===== src/rtl/mem_stage_pkg.sv =====
// Shared types and constants for the MEM pipeline stage: FSM state, MEM/WB entry
// layout, MemToReg encodings and the default data-memory timeout.
package mem_stage_pkg;

    typedef enum logic {
        ST_IDLE = 1'b0,
        ST_WAIT = 1'b1
    } mem_state_e;

    localparam logic [1:0] MTR_ALU = 2'd0;
    localparam logic [1:0] MTR_MEM = 2'd1;
    localparam logic [1:0] MTR_PC4 = 2'd2;

    localparam int unsigned TIMEOUT_CYCLES_DEF = 16;

    typedef struct packed {
        logic [31:0] pc_p4;
        logic [31:0] alu_out;
        logic [31:0] mem_data;
        logic [4:0]  rd;
        logic [1:0]  mem_to_reg;
        logic        reg_write;
    } wb_entry_t;

    function automatic logic is_misaligned(input logic [31:0] addr);
        return addr[1:0] != 2'b00;
    endfunction

endpackage


===== src/rtl/mem_wb_reg.sv =====
// MEM/WB pipeline register. A bubble clears the entry (so nothing writes back);
// otherwise the entry loads when load_i is high.
module mem_wb_reg
    import mem_stage_pkg::*;
(
    input  logic      clk,
    input  logic      reset,
    input  logic      load_i,
    input  logic      bubble_i,
    input  wb_entry_t entry_i,
    output wb_entry_t entry_o
);

    wb_entry_t entry_q, entry_d;

    always_comb begin
        entry_d = entry_q;
        if (bubble_i) begin
            entry_d = '0;
        end else if (load_i) begin
            entry_d = entry_i;
        end
    end

    always_ff @(posedge clk or posedge reset) begin
        if (reset) begin
            entry_q <= '0;
        end else begin
            entry_q <= entry_d;
        end
    end

    assign entry_o = entry_q;

endmodule


===== src/rtl/mem_access_stage.sv =====
// MEM stage: issues data-memory requests, stalls the pipe while waiting for ack,
// flags misaligned accesses and feeds MEM/WB. Define MEM_ACCESS_TIMEOUT_EN to add
// a wait-cycle watchdog that aborts unacknowledged accesses with bus_err.
module mem_access_stage
    import mem_stage_pkg::*;
#(
    parameter int unsigned TIMEOUT_CYCLES = TIMEOUT_CYCLES_DEF
) (
    input  logic        clk,
    input  logic        reset,

    input  logic [31:0] PC_p4,
    input  logic [31:0] alu_out,
    input  logic [31:0] rt_data,
    input  logic [4:0]  Rd,
    input  logic [1:0]  MemToReg,
    input  logic        MemWrite,
    input  logic        MemRead,
    input  logic        RegWrite,

    output logic        dmem_req,
    output logic        dmem_we,
    output logic [31:0] dmem_addr,
    output logic [31:0] dmem_wdata,
    input  logic        dmem_ack,
    input  logic [31:0] dmem_rdata,

    output logic        stall_req,
    output logic        addr_err,
    output logic        bus_err,

    output logic [31:0] WB_PC_p4,
    output logic [31:0] WB_alu_out,
    output logic [31:0] WB_mem_data,
    output logic [4:0]  WB_Rd,
    output logic [1:0]  WB_MemToReg,
    output logic        WB_RegWrite
);

    mem_state_e state_q, state_d;
    logic       mem_op;
    logic       is_load;
    logic       misaligned;
    logic       timeout_hit;
    wb_entry_t  entry_in;
    wb_entry_t  entry_out;

    assign mem_op     = MemRead | MemWrite;
    assign is_load    = MemRead & ~MemWrite;
    assign misaligned = mem_op & is_misaligned(alu_out);

    assign dmem_addr  = alu_out;
    assign dmem_wdata = rt_data;
    assign dmem_we    = MemWrite;

`ifdef MEM_ACCESS_TIMEOUT_EN
    localparam int CNT_W = (TIMEOUT_CYCLES > 1) ? $clog2(TIMEOUT_CYCLES) : 1;

    logic [CNT_W-1:0] cnt_q, cnt_d;

    // Held at zero outside WAIT so it starts from zero on every entry to WAIT.
    always_comb begin
        cnt_d = '0;
        if (state_q == ST_WAIT && !dmem_ack) begin
            cnt_d = cnt_q + 1'b1;
        end
    end

    always_ff @(posedge clk or posedge reset) begin
        if (reset) begin
            cnt_q <= '0;
        end else begin
            cnt_q <= cnt_d;
        end
    end

    assign timeout_hit = (state_q == ST_WAIT) && !dmem_ack &&
                         (cnt_q == CNT_W'(TIMEOUT_CYCLES - 1));
`else
    logic [31:0] unused_timeout;
    assign unused_timeout = 32'(TIMEOUT_CYCLES);
    assign timeout_hit    = 1'b0;
`endif

    always_ff @(posedge clk or posedge reset) begin
        if (reset) begin
            state_q <= ST_IDLE;
        end else begin
            state_q <= state_d;
        end
    end

    always_comb begin
        state_d = state_q;
        case (state_q)
            ST_IDLE: if (mem_op && !misaligned && !dmem_ack) state_d = ST_WAIT;
            ST_WAIT: if (dmem_ack || timeout_hit) state_d = ST_IDLE;
            default: state_d = ST_IDLE;
        endcase
    end

    // Control outputs are forced low while reset is held, whatever the inputs.
    always_comb begin
        dmem_req  = 1'b0;
        stall_req = 1'b0;
        addr_err  = 1'b0;
        bus_err   = 1'b0;
        if (!reset) begin
            case (state_q)
                ST_IDLE: begin
                    if (misaligned) begin
                        addr_err = 1'b1;
                    end else if (mem_op) begin
                        dmem_req  = 1'b1;
                        stall_req = ~dmem_ack;
                    end
                end
                ST_WAIT: begin
                    if (timeout_hit) begin
                        bus_err = 1'b1;
                    end else begin
                        dmem_req  = 1'b1;
                        stall_req = ~dmem_ack;
                    end
                end
                default: ;
            endcase
        end
    end

    always_comb begin
        entry_in            = '0;
        entry_in.pc_p4      = PC_p4;
        entry_in.alu_out    = alu_out;
        entry_in.mem_data   = is_load ? dmem_rdata : 32'h0;
        entry_in.rd         = Rd;
        entry_in.mem_to_reg = MemToReg;
        entry_in.reg_write  = RegWrite;
    end

    mem_wb_reg u_mem_wb_reg (
        .clk      (clk),
        .reset    (reset),
        .load_i   (~stall_req),
        .bubble_i (stall_req | addr_err | bus_err),
        .entry_i  (entry_in),
        .entry_o  (entry_out)
    );

    assign WB_PC_p4    = entry_out.pc_p4;
    assign WB_alu_out  = entry_out.alu_out;
    assign WB_mem_data = entry_out.mem_data;
    assign WB_Rd       = entry_out.rd;
    assign WB_MemToReg = entry_out.mem_to_reg;
    assign WB_RegWrite = entry_out.reg_write;

endmodule

===== config.mk =====
export PLATFORM = sky130hd
export DESIGN_NAME = mem_access_stage
export DESIGN_NICKNAME = d
export VERILOG_FILES = /design/src/rtl/mem_stage_pkg.sv /design/src/rtl/mem_wb_reg.sv /design/src/rtl/mem_access_stage.sv
export SDC_FILE = /design/constraint.sdc
export NUM_CORES = 1
export LEC_CHECK = 0
export CELL_PAD_IN_SITES_DETAIL_PLACEMENT = 1
export CELL_PAD_IN_SITES_GLOBAL_PLACEMENT = 1
export CORE_MARGIN = 3
export CORE_UTILIZATION = 24
export DETAILED_ROUTE_END_ITERATION = 8
export PLACE_DENSITY = 0.8
export SETUP_SLACK_MARGIN = 0.02
export SYNTH_ARGS = -nofsm -noshare
export SYNTH_HDL_FRONTEND = slang
export SYNTH_SLANG_ARGS = --single-unit

===== constraint.sdc =====
create_clock -name clk -period 4.6 [get_ports clk]
set_input_delay 0.92 -clock clk [delete_from_list [all_inputs] [get_ports clk]]
set_output_delay 0.92 -clock clk [all_outputs]
set_load 0.005 [all_outputs]

* Yosys cells after proc, flatten, opt, wreduce, memory -nomap -nowiden
Index checks and enable logic that the tools add are counted.
Storage, ports and cells: flip-flop bits (word level) 105, output and inout port bits 173
Operators by class: equal/unequal tests 1, muxes and demuxes 17, bitwise logic cells 7, reductions and logical operators 5
Operators by type and width (number):
- 104-bit 2-to-1 mux | 2
- 32-bit 2-to-1 mux | 1
- 1-bit 2-to-1 mux | 11
- 1-bit case mux with 2 select lines | 3
- 1-bit inverter | 3
- 1-bit bitwise AND | 2
- 1-bit logical AND | 2
- 1-bit logical NOT | 2
- 2-bit by 1-bit != test with 1-bit output, second input constant | 1
- 1-bit bitwise OR | 2
- 2-bit nonzero test | 1

* Longest topological paths before layout
word-level depth 7, gate-level depth with buffers 5

* Hierarchy
From an unflattened synthesis, not the netlist that was laid out.
Unflattened totals: cells, all modules 453, area, all modules 5078.6 µm²
Modules (own cells, without submodules):
- mem_wb_reg | instances 1, cells an instance 337, area each 4231.6 µm², sequential area each 2602.5 µm²
- mem_access_stage | instances 1, cells an instance 116, area each 847.1 µm², sequential area each 25.0 µm²

* Least setup slack after synthesis
Ideal clock, no wire load.
path kind input to output, start input port MemWrite, end output port stall_req, arrival time 1.459 ns, data required time 3.680 ns, slack 2.221 ns, stages 3, buffers on the path 0, cells stage by stage or2_2 -> a21oi_1 -> nor3_1
Between the ends: cells in the longest elaborated chain, start to end 5, elaborated cells between the ends (all ways) 6, those cells by class mux (4); bitwise (2)
RTL lines:
- start, declared | line mem_access_stage.sv:17 | input logic MemWrite,
- 1-bit bitwise OR (*) | line mem_access_stage.sv:48 | assign mem_op = MemRead | MemWrite;
- 1-bit 2-to-1 mux or 1-bit bitwise AND (tied branches) | line mem_access_stage.sv:113, mem_access_stage.sv:50
- 1-bit 2-to-1 mux (*) | line mem_access_stage.sv:111 | if (misaligned) begin
- 1-bit case mux with 2 select lines (*) | line mem_access_stage.sv:109 | case (state_q)
- 1-bit 2-to-1 mux (*) | line mem_access_stage.sv:108 | if (!reset) begin
- end, declared | line mem_access_stage.sv:28 | output logic stall_req,
Mark *: on every way between the ends. The rest lies on a longest branch, timed or not.

* Worst setup path in the final report
Ends and elaborated chain as after synthesis.

==> metrics <==
horizontal extent of the die=134 um; Ys Warns=0; worst slack after detailed placement=1.18 ns; initial core utilization=24.7%; area leader, netlist=sky130_fd_sc_hd__dfrtp_1; flop-to-flop setup slack=2.53 ns; CP Max Fanout=5; Total Power Consumption=0.00215 W; predominant post-synthesis flop cell=sky130_fd_sc_hd__dfrtp_1; clock transition time at the flip-flop clock pins of the worst setup and hold paths=0.07 ns; hold buffers post-CTS=0; critical path startpoint=MemWrite; count of non-filler cells in the finished layout=705; total wire length after detailed routing=12700 um; vertical die dimension=134 um; f_max=291 MHz; Layout Nets=626; Clk Latency, worst-skew pair=0.34 ns; sort of element at the start of the critical path=input pin; clock skew after layout=0.00767 ns; Hold Startpoint=state_q; standby leakage power=2.87 nW; standard-cell row count=46; worst-case vdd ir drop=0.000202 V; endpoint kind of the worst setup timing path=primary output; total instance count after detailed placement=690; Final period util=74.7%; count of endpoints failing hold in the final timing report=0; synthesis-to-layout area growth=62.8%; number of max-cap violations=0; final-report setup violation count=0; worst reg2reg startpoint=state_q; sequential fraction of the synthesis area=66.5%; First DRT Iteration DRCs=80; fraction of post-synthesis cell area in the top cell type by area=66.5%; CTS Buf Count=9; Post-Syn Nets=444; detailed-router iteration count before antenna repair=4; Max Root-Sink Buffers=2; number of synthesized flops with an enable pin=0; Remaining Overflow, GRT=0; Req. time, crit path=3.68 ns; global-route wire length before repair=18700 um; total number of vias=2777; cell depth of the worst flop-to-flop path=4; Clock Sinks=105; Wirelength per Cell=18.0 um; worst-margin pin slew=1.22 ns; top-level port count=314; outcome=finished, final reports clean; pins over their slew limit=0; cell at the root of the clock tree=sky130_fd_sc_hd__clkbuf_16; die footprint=0.0180 mm2; accumulated negative setup slack=0 ns; largest cells by area after synthesis=sky130_fd_sc_hd__dfrtp_1 66%, sky130_fd_sc_hd__buf_4 13%, sky130_fd_sc_hd__and2_1 11%; #FFs+latches synth=105; H-tree depth=3; post-detailed-route via-to-cell ratio=3.94; count of buffers inserted at the top-level ports=248; final estimated routing congestion in global placement=0.731; # resized after CTS=0; Post-CTS Setup Inserts=0; Max-Slew Margin vs Limit=18.4%; category of the critical setup timing path=in -> out; HPWL after detailed placement=10100 um; critical path data arrival time=2.52 ns; netlist area before placement=0.00395 mm2; min Tclk post-route=3.44 ns; post-layout utilization of the core=40.2%; residual antenna-violating net count after detailed routing=0; number of library cell types mapped by synthesis=16; maximum number of pins on one net before global-route repair=68; DR DRC count=0; setup slack after layout=1.16 ns; core area=0.0160 mm2; count of cells along the worst hold path=2; capturing point of the worst reg2reg path=u_mem_wb_reg.entry_o[35]; cells after synthesis=303; P per Cell Area=334 mW/mm2; CTS tree=yes; RSZ-0062 raised after global routing=no; number of global-route vias before repair=3087; layout filler cell count=1749; gr usage total=13.6%; count of antenna diodes in the layout=0; layout cell share with drive strength beyond 1=4.50%; hold endpoint=state_q; mean post-synth cell area=13.0 um2; Worst Hold Class=reg -> reg; Post-synth ARST share=100%; number of antenna violations at the first check in global routing=1
power breakdown:
group | total, W | switching (W) | leakage (nW) | internal, W
registers | 0.00100 | 0.0000177 | 1.36 | 0.000983
logic | 0.000370 | 0.000128 | 1.36 | 0.000242
clock network | 0.000777 | 0.000349 | 0.148 | 0.000428
total | 0.00215 | 0.000494 | 2.87 | 0.00165
metrics by stage:
| stage | hold slack, ns | area (um2) |
|---|---|---|
| floorplan | 0.501 | 3950 |
| global placement | 0.551 | 6130 |
| detailed placement | 0.564 | 6130 |
| CTS | 0.582 | 6430 |
| global route | 0.633 | 6430 |
| finish | 0.580 | 6430 |
layout by cell type (no fill, tap or decap):
| cell type | count |
|---|---|
| sky130_fd_sc_hd__o22ai_1 | 1 |
| sky130_fd_sc_hd__and3_1 | 32 |
| sky130_fd_sc_hd__clkinv_4 | 3 |
| sky130_fd_sc_hd__bufinv_16 | 1 |
| sky130_fd_sc_hd__a21oi_1 | 1 |
| sky130_fd_sc_hd__or2_2 | 1 |
| sky130_fd_sc_hd__and2_1 | 72 |
| sky130_fd_sc_hd__nor3_1 | 2 |
| sky130_fd_sc_hd__clkbuf_16 | 9 |
| sky130_fd_sc_hd__inv_8 | 1 |
| sky130_fd_sc_hd__clkdlybuf4s50_1 | 248 |
| sky130_fd_sc_hd__nor2_1 | 4 |
| sky130_fd_sc_hd__conb_1 | 1 |
| sky130_fd_sc_hd__nor2b_2 | 1 |
| sky130_fd_sc_hd__or2_1 | 1 |
| sky130_fd_sc_hd__buf_4 | 3 |
| sky130_fd_sc_hd__inv_6 | 1 |
| sky130_fd_sc_hd__dfrtp_1 | 105 |
| sky130_fd_sc_hd__o32a_2 | 1 |
| sky130_fd_sc_hd__inv_4 | 1 |
routing by layer:
metal	track usage (%)	part of all wire, %
met3	6.15	11
met1	14.8	36
met4	4.64	2.0
met2	23.7	51
met5	0	0
worst max path at each step:
stage,cells after the start,slack (ns),end
2_1_floorplan,1,0.92,state_q
3_3_place_gp,5,1.22,stall_req
3_5_place_dp,5,1.18,stall_req
4_1_cts,5,1.17,stall_req
5_1_grt,5,1.07,stall_req
6_report,5,1.16,stall_req
sequential cells by signal, summed over array words and instances (netlist names):
signal and count:
state_q 1, u_mem_wb_reg.entry_o 104
critical path, stage by stage:
cell and delay, ns:
sky130_fd_sc_hd__clkdlybuf4s50_1 0.50, sky130_fd_sc_hd__or2_2 0.34, sky130_fd_sc_hd__a21oi_1 0.22, sky130_fd_sc_hd__nor3_1 0.07, sky130_fd_sc_hd__clkdlybuf4s50_1 0.47
cell usage after synthesis (2+ instances only):
library cell,count
sky130_fd_sc_hd__buf_6,7
sky130_fd_sc_hd__buf_4,66
sky130_fd_sc_hd__nor2_1,4
sky130_fd_sc_hd__and3_1,32
sky130_fd_sc_hd__dfrtp_1,105
sky130_fd_sc_hd__nor3_1,2
sky130_fd_sc_hd__and2_1,72
sky130_fd_sc_hd__clkbuf_1,7
cells by family (layout without fill, tap and decap cells):
logic type / count (synthesis) / after routing / synth area share [%]
flip-flops: 105 / 105 / 66.5
other: 1 / 1 / 0.0949
buffers and inverters: 81 / 267 / 15.3
AO/OA/AOI/OAI: 3 / 3 / 0.570
AND/OR/NAND/NOR: 113 / 113 / 17.6
layout make-up:
cell class / count / area [um2] / share of cell area, %
clock buffer: 9 / 225 / 3.50
clock inverter: 6 / 76.3 / 1.19
inverter: 1 / 6.26 / 0.0972
multi-input combinational: 117 / 723 / 11.2
sequential: 105 / 2630 / 40.8
tap: 216 / 270 / 4.20
timing repair buffer: 251 / 2500 / 38.9
Note: power is estimated with default switching activity, not from simulation.
